## src/rtl/calc_pkg.sv

```systemverilog
// ----------------------------------------------------------------------------
// calc_pkg
// Shared definitions for the arithmetic calculator menu block:
//   - one-hot FSM state encodings (START, LOAD_A, LOAD_B, CALC, DONE)
//   - operation mode codes as presented on the mode switches
//   - LCD text bus width
//   - nibble-to-ASCII and operation-to-ASCII helpers
// ----------------------------------------------------------------------------
package calc_pkg;

    localparam int unsigned LCD_W = 256;

    localparam logic [4:0] ST_START  = 5'b00001;
    localparam logic [4:0] ST_LOAD_A = 5'b00010;
    localparam logic [4:0] ST_LOAD_B = 5'b00100;
    localparam logic [4:0] ST_CALC   = 5'b01000;
    localparam logic [4:0] ST_DONE   = 5'b10000;

    // Bit positions of the one-hot states that drive status outputs directly
    localparam int unsigned ST_CALC_IDX = 3;
    localparam int unsigned ST_DONE_IDX = 4;

    localparam logic [1:0] MODE_MUL = 2'b00;
    localparam logic [1:0] MODE_ADD = 2'b01;
    localparam logic [1:0] MODE_SUB = 2'b10;
    localparam logic [1:0] MODE_DIV = 2'b11;

    // Hex nibble to uppercase ASCII: 0-9, A-F
    function automatic logic [7:0] bin2x(input logic [3:0] nib);
        if (nib < 4'd10) begin
            return 8'h30 + {4'h0, nib};
        end
        return 8'h37 + {4'h0, nib};
    endfunction

    function automatic logic [7:0] op_char(input logic [1:0] op);
        case (op)
            MODE_ADD: return "+";
            MODE_SUB: return "-";
            MODE_DIV: return "/";
            default:  return "*";
        endcase
    endfunction

endpackage

```

## src/rtl/iter_muldiv.sv

```systemverilog
// ----------------------------------------------------------------------------
// iter_muldiv
// Iterative unsigned multiply / divide engine. One bit per cycle, WIDTH cycles.
//   Multiply: shift-add, multiplier consumed LSB first.
//   Divide  : restoring division, quotient produced MSB first
//             (only built when ARITH_DIV_EN is defined).
// Ports:
//   Clk, reset  clock, asynchronous active-low reset
//   start       load operands and begin iterating (ignored while busy)
//   op          mode code sampled on start (MODE_DIV divides, anything else multiplies)
//   a, b        multiplicand/dividend and multiplier/divisor
//   busy        iteration in progress
//   fin         high during the last iteration cycle; res is valid in that cycle
//   res         product, or {quotient, remainder} for divide
// ----------------------------------------------------------------------------
module iter_muldiv
    import calc_pkg::*;
#(
    parameter int unsigned WIDTH = 8
) (
    input  logic               Clk,
    input  logic               reset,
    input  logic               start,
    input  logic [1:0]         op,
    input  logic [WIDTH-1:0]   a,
    input  logic [WIDTH-1:0]   b,
    output logic               busy,
    output logic               fin,
    output logic [2*WIDTH-1:0] res
);

    localparam int unsigned RES_W = 2 * WIDTH;
    localparam int unsigned CW    = $clog2(WIDTH);
    localparam logic [CW-1:0] LAST = CW'(WIDTH - 1);

    logic             r_active;
    logic [CW-1:0]    r_cnt;
    logic [RES_W-1:0] r_acc;
    logic [RES_W-1:0] r_mcand;
    logic [WIDTH-1:0] r_mplr;
    logic [RES_W-1:0] w_acc_nxt;

    assign w_acc_nxt = r_acc + (r_mplr[0] ? r_mcand : '0);

`ifdef ARITH_DIV_EN
    logic             r_is_div;
    logic [WIDTH-1:0] r_rem;
    logic [WIDTH-1:0] r_quo;
    logic [WIDTH-1:0] r_dvs;
    logic [WIDTH:0]   w_shift;
    logic [WIDTH:0]   w_trial;
    logic             w_qbit;
    logic [WIDTH-1:0] w_rem_nxt;
    logic [WIDTH-1:0] w_quo_nxt;

    // Partial remainder shifted left with the next dividend bit brought in
    assign w_shift   = {r_rem, r_quo[WIDTH-1]};
    assign w_trial   = w_shift - {1'b0, r_dvs};
    assign w_qbit    = ~w_trial[WIDTH];
    // On a failed trial the shifted value is below the divisor, so it fits in WIDTH bits
    assign w_rem_nxt = w_qbit ? w_trial[WIDTH-1:0] : w_shift[WIDTH-1:0];
    assign w_quo_nxt = {r_quo[WIDTH-2:0], w_qbit};
    assign res       = r_is_div ? {w_quo_nxt, w_rem_nxt} : w_acc_nxt;

    always_ff @(posedge Clk or negedge reset) begin
        if (!reset) begin
            r_is_div <= 1'b0;
            r_rem    <= '0;
            r_quo    <= '0;
            r_dvs    <= '0;
        end else if (start && !r_active) begin
            r_is_div <= (op == MODE_DIV);
            r_rem    <= '0;
            r_quo    <= a;
            r_dvs    <= b;
        end else if (r_active) begin
            r_rem    <= w_rem_nxt;
            r_quo    <= w_quo_nxt;
        end
    end
`else
    logic w_unused_op;

    assign w_unused_op = ^op;
    assign res         = w_acc_nxt;
`endif

    assign busy = r_active;
    assign fin  = r_active && (r_cnt == LAST);

    always_ff @(posedge Clk or negedge reset) begin
        if (!reset) begin
            r_active <= 1'b0;
            r_cnt    <= '0;
            r_acc    <= '0;
            r_mcand  <= '0;
            r_mplr   <= '0;
        end else if (start && !r_active) begin
            r_active <= 1'b1;
            r_cnt    <= '0;
            r_acc    <= '0;
            r_mcand  <= {{WIDTH{1'b0}}, a};
            r_mplr   <= b;
        end else if (r_active) begin
            r_acc    <= w_acc_nxt;
            r_mcand  <= r_mcand << 1;
            r_mplr   <= r_mplr >> 1;
            r_cnt    <= r_cnt + 1'b1;
            if (r_cnt == LAST) begin
                r_active <= 1'b0;
            end
        end
    end

endmodule

```

## src/rtl/arith_calc_module.sv

```systemverilog
// ----------------------------------------------------------------------------
// arith_calc_module
// Four-operation integer calculator menu block (multiply, add, subtract,
// divide). Operands come from the switches on debounced BtnC pulses; the
// 32-character LCD line pair is driven on textOut.
// Optional divider: define ARITH_DIV_EN to build it. Without it mode 11
// multiplies and err is tied low.
// Ports:
//   Clk      system clock, rising edge
//   reset    asynchronous active-low reset
//   enable   menu select; only consulted when leaving START
//   next     one-cycle button pulse
//   mode     00 mul, 01 add, 10 sub, 11 div; sampled when B is accepted
//   data_in  switch operand
//   textOut  32 ASCII characters, char 0 in [255:248]
//   result   registered result, valid while done
//   busy     high while calculating
//   done     high while the result screen is shown
//   err      divide-by-zero flag, valid while done
// ----------------------------------------------------------------------------
module arith_calc_module
    import calc_pkg::*;
#(
    parameter int unsigned WIDTH = 8
) (
    input  logic               Clk,
    input  logic               reset,
    input  logic               enable,
    input  logic               next,
    input  logic [1:0]         mode,
    input  logic [WIDTH-1:0]   data_in,
    output logic [LCD_W-1:0]   textOut,
    output logic [2*WIDTH-1:0] result,
    output logic               busy,
    output logic               done,
    output logic               err
);

    localparam int unsigned RES_W = 2 * WIDTH;
    localparam int unsigned NDIG  = RES_W / 4;

    localparam logic [127:0] TXT_START_L1 = "Arithmetic Unit ";
    localparam logic [127:0] TXT_START_L2 = "Press Btnc      ";
    localparam logic [127:0] TXT_LOADA_L1 = "Input 1st #     ";
    localparam logic [127:0] TXT_LOADB_L1 = "Input 2nd #     ";
    localparam logic [127:0] TXT_PRESS_L2 = "Then Press Btnc ";
    localparam logic [127:0] TXT_CALC_L1  = "Calculating...  ";
    localparam logic [127:0] TXT_BLANK    = "                ";
    localparam logic [127:0] TXT_DIVZ_L1  = "Divide by zero  ";

    logic [4:0]       r_state, w_state_d;
    logic [WIDTH-1:0] r_a, w_a_d;
    logic [WIDTH-1:0] r_b, w_b_d;
    logic [1:0]       r_op, w_op_d;
    logic [RES_W-1:0] r_result, w_result_d;
    logic [LCD_W-1:0] r_text, w_text_d;
    logic             w_err_show;

    logic [1:0]       w_mode_eff;
    logic [WIDTH:0]   w_sum;
    logic [RES_W-1:0] w_diff;
    logic             w_eng_start;
    logic             w_eng_busy;
    logic             w_eng_fin;
    logic [RES_W-1:0] w_eng_res;
    logic [127:0]     w_line2;

`ifdef ARITH_DIV_EN
    logic r_err, w_err_d;
    logic r_dz, w_dz_d;

    assign w_mode_eff = mode;
    assign w_err_show = w_err_d;
    assign err        = r_err;
`else
    // No divider: the divide code falls back to multiply
    assign w_mode_eff = (mode == MODE_DIV) ? MODE_MUL : mode;
    assign w_err_show = 1'b0;
    assign err        = 1'b0;
`endif

    assign w_sum  = {1'b0, r_a} + {1'b0, r_b};
    assign w_diff = {{WIDTH{1'b0}}, r_a} - {{WIDTH{1'b0}}, r_b};

    iter_muldiv #(
        .WIDTH (WIDTH)
    ) u_iter_muldiv (
        .Clk   (Clk),
        .reset (reset),
        .start (w_eng_start),
        .op    (w_mode_eff),
        .a     (r_a),
        .b     (data_in),
        .busy  (w_eng_busy),
        .fin   (w_eng_fin),
        .res   (w_eng_res)
    );

    always_comb begin
        w_state_d   = r_state;
        w_a_d       = r_a;
        w_b_d       = r_b;
        w_op_d      = r_op;
        w_result_d  = r_result;
        w_eng_start = 1'b0;
`ifdef ARITH_DIV_EN
        w_err_d     = r_err;
        w_dz_d      = r_dz;
`endif
        case (r_state)
            ST_START: begin
                w_a_d      = '0;
                w_b_d      = '0;
                w_result_d = '0;
`ifdef ARITH_DIV_EN
                w_err_d    = 1'b0;
`endif
                if (next && enable) begin
                    w_state_d = ST_LOAD_A;
                end
            end
            ST_LOAD_A: begin
                if (next) begin
                    w_a_d     = data_in;
                    w_state_d = ST_LOAD_B;
                end
            end
            ST_LOAD_B: begin
                if (next) begin
                    w_b_d     = data_in;
                    w_op_d    = w_mode_eff;
                    w_state_d = ST_CALC;
`ifdef ARITH_DIV_EN
                    // A zero divisor never starts the engine; CALC finishes in one cycle
                    w_dz_d      = (w_mode_eff == MODE_DIV) && (data_in == '0);
                    w_eng_start = (w_mode_eff == MODE_MUL) ||
                                  ((w_mode_eff == MODE_DIV) && (data_in != '0));
`else
                    w_eng_start = (w_mode_eff == MODE_MUL);
`endif
                end
            end
            ST_CALC: begin
                if (r_op == MODE_ADD) begin
                    w_result_d = {{(WIDTH-1){1'b0}}, w_sum};
                    w_state_d  = ST_DONE;
                end else if (r_op == MODE_SUB) begin
                    w_result_d = w_diff;
                    w_state_d  = ST_DONE;
`ifdef ARITH_DIV_EN
                end else if (r_dz) begin
                    w_result_d = {{WIDTH{1'b1}}, r_a};
                    w_err_d    = 1'b1;
                    w_dz_d     = 1'b0;
                    w_state_d  = ST_DONE;
`endif
                end else if (w_eng_fin) begin
                    w_result_d = w_eng_res;
                    w_state_d  = ST_DONE;
                end else if (!w_eng_busy) begin
                    // Engine idle in CALC cannot occur normally; recover to the start screen
                    w_state_d  = ST_START;
                end
            end
            ST_DONE: begin
                if (next) begin
                    w_state_d  = ST_START;
                    w_a_d      = '0;
                    w_b_d      = '0;
                    w_result_d = '0;
`ifdef ARITH_DIV_EN
                    w_err_d    = 1'b0;
`endif
                end
            end
            default: begin
                w_state_d = ST_START;
            end
        endcase
    end

    // Text is computed from next-state values so it changes on the same edge as the state
    always_comb begin
        w_line2 = TXT_BLANK;
        for (int i = 0; i < NDIG; i++) begin
            w_line2[127-8*i -: 8] = bin2x(w_result_d[RES_W-1-4*i -: 4]);
        end
        case (w_state_d)
            ST_LOAD_A: w_text_d = {TXT_LOADA_L1, TXT_PRESS_L2};
            ST_LOAD_B: w_text_d = {TXT_LOADB_L1, TXT_PRESS_L2};
            ST_CALC:   w_text_d = {TXT_CALC_L1, TXT_BLANK};
            ST_DONE: begin
                if (w_err_show) begin
                    w_text_d = {TXT_DIVZ_L1, TXT_START_L2};
                end else begin
                    w_text_d = {"Result (", op_char(w_op_d), "):     ", w_line2};
                end
            end
            default:   w_text_d = {TXT_START_L1, TXT_START_L2};
        endcase
    end

    always_ff @(posedge Clk or negedge reset) begin
        if (!reset) begin
            r_state  <= ST_START;
            r_a      <= '0;
            r_b      <= '0;
            r_op     <= MODE_MUL;
            r_result <= '0;
            r_text   <= {TXT_START_L1, TXT_START_L2};
`ifdef ARITH_DIV_EN
            r_err    <= 1'b0;
            r_dz     <= 1'b0;
`endif
        end else begin
            r_state  <= w_state_d;
            r_a      <= w_a_d;
            r_b      <= w_b_d;
            r_op     <= w_op_d;
            r_result <= w_result_d;
            r_text   <= w_text_d;
`ifdef ARITH_DIV_EN
            r_err    <= w_err_d;
            r_dz     <= w_dz_d;
`endif
        end
    end

    assign textOut = r_text;
    assign result  = r_result;
    assign busy    = r_state[ST_CALC_IDX];
    assign done    = r_state[ST_DONE_IDX];

endmodule

```

## config.mk

```make
export PLATFORM = sky130hd
export DESIGN_NAME = arith_calc_module
export DESIGN_NICKNAME = d
export VERILOG_FILES = /design/src/rtl/calc_pkg.sv /design/src/rtl/iter_muldiv.sv /design/src/rtl/arith_calc_module.sv
export SDC_FILE = /design/constraint.sdc
export NUM_CORES = 1
export LEC_CHECK = 0
export BUFFER_PORTS_ARGS = -buffer_cell sky130_fd_sc_hd__buf_2
export CORE_MARGIN = 4
export CORE_UTILIZATION = 48
export CTS_CLUSTER_DIAMETER = 100
export DETAILED_ROUTE_END_ITERATION = 10
export PLACE_DENSITY = 0.79
export SYNTH_ARGS = -nofsm -noshare
export SYNTH_HDL_FRONTEND = slang
export SYNTH_HIERARCHICAL = 1
export SYNTH_SLANG_ARGS = --single-unit
```

## constraint.sdc

```tcl
create_clock -name Clk -period 3.2 [get_ports Clk]
set_clock_uncertainty 0.15 [all_clocks]
set_input_delay 0.32 -clock Clk [delete_from_list [all_inputs] [get_ports Clk]]
set_output_delay 0.32 -clock Clk [all_outputs]
set_load 0.05 [all_outputs]
```

==> results_dict.tcl <==
set metrics [dict create \
    status "finished, violations left" \
    violations "setup timing" \
    num_rows 50 \
    seqPwrFrac_pct 25.7 \
    r2r_cells 16 \
    dieArea_sq_um 21800 \
    nets 1257 \
    cp.buffers_inverters 3 \
    tightest_slew_ps 877 \
    path_class "reg2reg" \
    numCtsBuffers 17 \
    yosysMostFrequentCell "buf_4" \
    cp_common_cell "buf_4" \
    p_sw_share_pct 48.8 \
    root_buffer "clkbuf_16" \
    reg2reg_from "u_iter_muldiv/r_mcand[0]" \
    ant_nets 0 \
    critPathMaxFanout 3 \
    clkLatencyLatePin_ps 420 \
    grt_pass1_wl_um 38600 \
    critPathSlowestCell "dfrtp_1" \
    gr-total-overflow 0 \
    cts-htree-levels 4 \
    cts_tree "done" \
    critPathRequiredTime_ps 3400 \
    slowest_delay_ps 370 \
    fillCellCount 1608 \
    arrival_ps 3580 \
    ys_types 93 \
    start_util_pct 49.5 \
    syn-cell-area_sq_um 9380 \
    firstDrtPassIters 5 \
    drt_iter0_drc 616 \
    yosysWarningCount 6 \
    place.gp.congestion 0.990 \
    ff2ff_setup_slack_ps -180 \
    final-hold-violation-count 0 \
    min_from "data_in[6]" \
    r2r-end "textOut[106]" \
    syn_to_final_growth_pct 17.5 \
    grtUsageTotal_pct 22.1 \
    drive_gt1_share_pct 36.6 \
    ios 289 \
    place_area_sq_um 10000 \
    postSynthCellCount 1031 \
    synth_top_area_share_pct 28.6 \
    cts.path.max_buffers 2 \
    fp.dieH_um 148 \
    clkTransAtPathRegs_ps 60 \
    dp.cells 1425 \
    ys_ff_latch 133 \
    dp.final_hpwl_um 19000 \
    powerDensity_nw_per_um2 873 \
    post_drt_via_cell_ratio 5.12 \
    routed_wl_um 25100 \
    grt_max_degree 67 \
    p_sw_w 0.00469 \
    rsz0062_at_grt "true" \
    synth_edf_count 0 \
    p_clk_share_pct 21.0 \
    setup_ws_ps -175 \
    coreArea_sq_um 19000 \
    crit_chain "and2_4, ha_4, fa_2, a21oi_4, buf_4, buf_4, inv_1, a21oi_2, xnor2_2, mux2_4, nor2_2, o32ai_1, a32oi_1, ha_2, and4_1, a211o_1" \
    design_area_sq_um 11000 \
    grt_pass1_vias 7120 \
    antenna_cells 0 \
    synth.top_cells.by_area "dfrtp_1 (29%), buf_4 (17%), dfstp_2 (7.3%)" \
    clock_sinks 133 \
    end_kind "register" \
    peakVddDrop_mv 0.410 \
    hold_depth 3 \
    routed-via-count 7548 \
    grt_antenna_before_repair 0 \
    dieWidth_um 148 \
    worst_setup_path_start_kind "register" \
    internal_power_w 0.00492 \
    critPathTopFamily "compound AO/OA/AOI/OAI gates" \
    max_freq_mhz 296 \
    drv_cap 0 \
    p_leak_nw 5.46 \
    drc 0 \
    yosysTopAreaCell "dfrtp_1" \
    avgSynthCellArea_sq_um 9.09 \
    yosysSeqAreaShare_pct 35.8 \
    async_flop_share_pct 100 \
    slew_viol_final 0 \
    max_slew_margin_pct 41.3 \
    fin_cells 1474 \
    hold_end "r_a[6]" \
    period_needed_ps 3380 \
    routedWlPerCell_um 17.0 \
    finalCritPeriodShare_pct 105 \
    synth_ff_type "dfrtp_1" \
    portBuffers 171 \
    finalSetupViolations 15 \
    p_comb_share_pct 53.3 \
    dp_slack_ps -271 \
    hold_class "in2reg" \
    synthTopCellsByCount "buf_4 (209), dfrtp_1 (107), nand2_1 (74)" \
]
-- cells by family after synthesis --
kind of cell	share of synthesized area (%)
buf+inv	21.6
simple gates	15.2
compound gates	16.5
flops	35.8
fa+ha+maj	5.95
mux	3.18
xor+xnor	1.68
other cells	0.0801
-- tightest hold or removal path: cells and delay by family --
kind / cells / cell delay, ps
simple gates: 1 / 60
buf+inv: 1 / 110
compound gates: 1 / 60
-- cells in the final DEF (no fill, tap or decap), types with 5 or more instances in the layout --
cell       instances
and3_1             6
a211oi_1           7
xor2_1             6
nand2_1           71
dfstp_2           26
nor3_1            18
mux2i_1           21
o21ai_2            8
xnor2_1            6
o211ai_1           7
nor2b_1            6
nand3b_1          11
buf_2            170
ha_1              31
mux2_2             5
and2_1            18
nand2_2            5
inv_2              5
inv_1             53
buf_4            118
nor2_1            43
ha_4               5
or3_1              6
nand3_1           34
nand2b_1          20
and2_4             6
conb_1           117
xnor2_2            5
a21oi_2           15
o21ai_0           54
a22o_1            14
dfrtp_1          107
a21oi_1           35
clkbuf_16         17
-- power groups by stage --
| stage | combinational [W] | sequential (W) | clock [W] |
|---|---|---|---|
| 2_1_floorplan | 0.00371 | 0.00274 | 0 |
| 5_1_grt | 0.00542 | 0.00252 | 0.00212 |
| 4_1_cts | 0.00499 | 0.00246 | 0.00206 |
| 3_5_place_dp | 0.00487 | 0.00247 | 0 |
| 3_3_place_gp | 0.00480 | 0.00245 | 0 |
| 6_report | 0.00513 | 0.00247 | 0.00202 |
-- state kept, by name (all words and copies together), names as in the netlist --
register / flops
u_iter_muldiv/r_cnt: 3
r_state: 5
result: 16
r_b: 8
u_iter_muldiv/busy: 1
u_iter_muldiv/r_acc: 16
textOut: 50
u_iter_muldiv/r_mplr: 8
r_a: 8
r_op: 2
u_iter_muldiv/r_mcand: 16
-- routing by layer --
layer  up-vias  part of all wire [%]  global-route usage (%)
met5         -                     0                       0
met2       366                    49                    37.0
met1      3589                    41                    28.4
li1       3554                     -                       -
met3        39                   7.4                    5.15
met4         0                   2.0                    6.94
-- worst max path at each step --
| stage | end | cells past startpoint | from |
|---|---|---|---|
| after floorplan | textOut[113] | 16 | u_iter_muldiv/r_mplr[0] |
| after global placement | textOut[106] | 13 | u_iter_muldiv/r_mplr[0] |
| after detailed placement | textOut[113] | 16 | u_iter_muldiv/r_mplr[0] |
| after CTS | textOut[113] | 16 | u_iter_muldiv/r_mcand[0] |
| after global routing | textOut[113] | 16 | u_iter_muldiv/r_mcand[0] |
| final | textOut[106] | 16 | u_iter_muldiv/r_mcand[0] |
-- final cells by class --
type / instances / area (sq um) / area share [%]
well taps: 260 / 325 / 2.95
clock buffers: 24 / 492 / 4.46
inverters: 58 / 218 / 1.98
multi-input cells: 700 / 4720 / 42.9
clock inverters: 8 / 121 / 1.10
flip-flops and latches: 133 / 3360 / 30.5
repair buffers: 291 / 1780 / 16.1
-- through the flow --
step                hold WS [ps]  setup TNS [ps]  power [W]  util (%)
floorplan                   -126           -95.2    0.00645         -
finish                      24.5           -1160    0.00961      58.1
global route                40.5           -3490     0.0101      58.1
global placement             112           -1030    0.00726      52.8
CTS                         14.0           -1070    0.00951      57.3
detailed placement           111           -2400    0.00734      52.8
-- timing repair --
action                     4_1_cts  5_1_grt
gates cloned                     0        0
pin swaps                       31       22
setup endpoints to repair       22       27
hold buffers                     1        0
hold endpoints to repair        39        0
setup buffers                   11        5
resized for setup               38       30
Note: power is estimated with default switching activity, not from simulation.
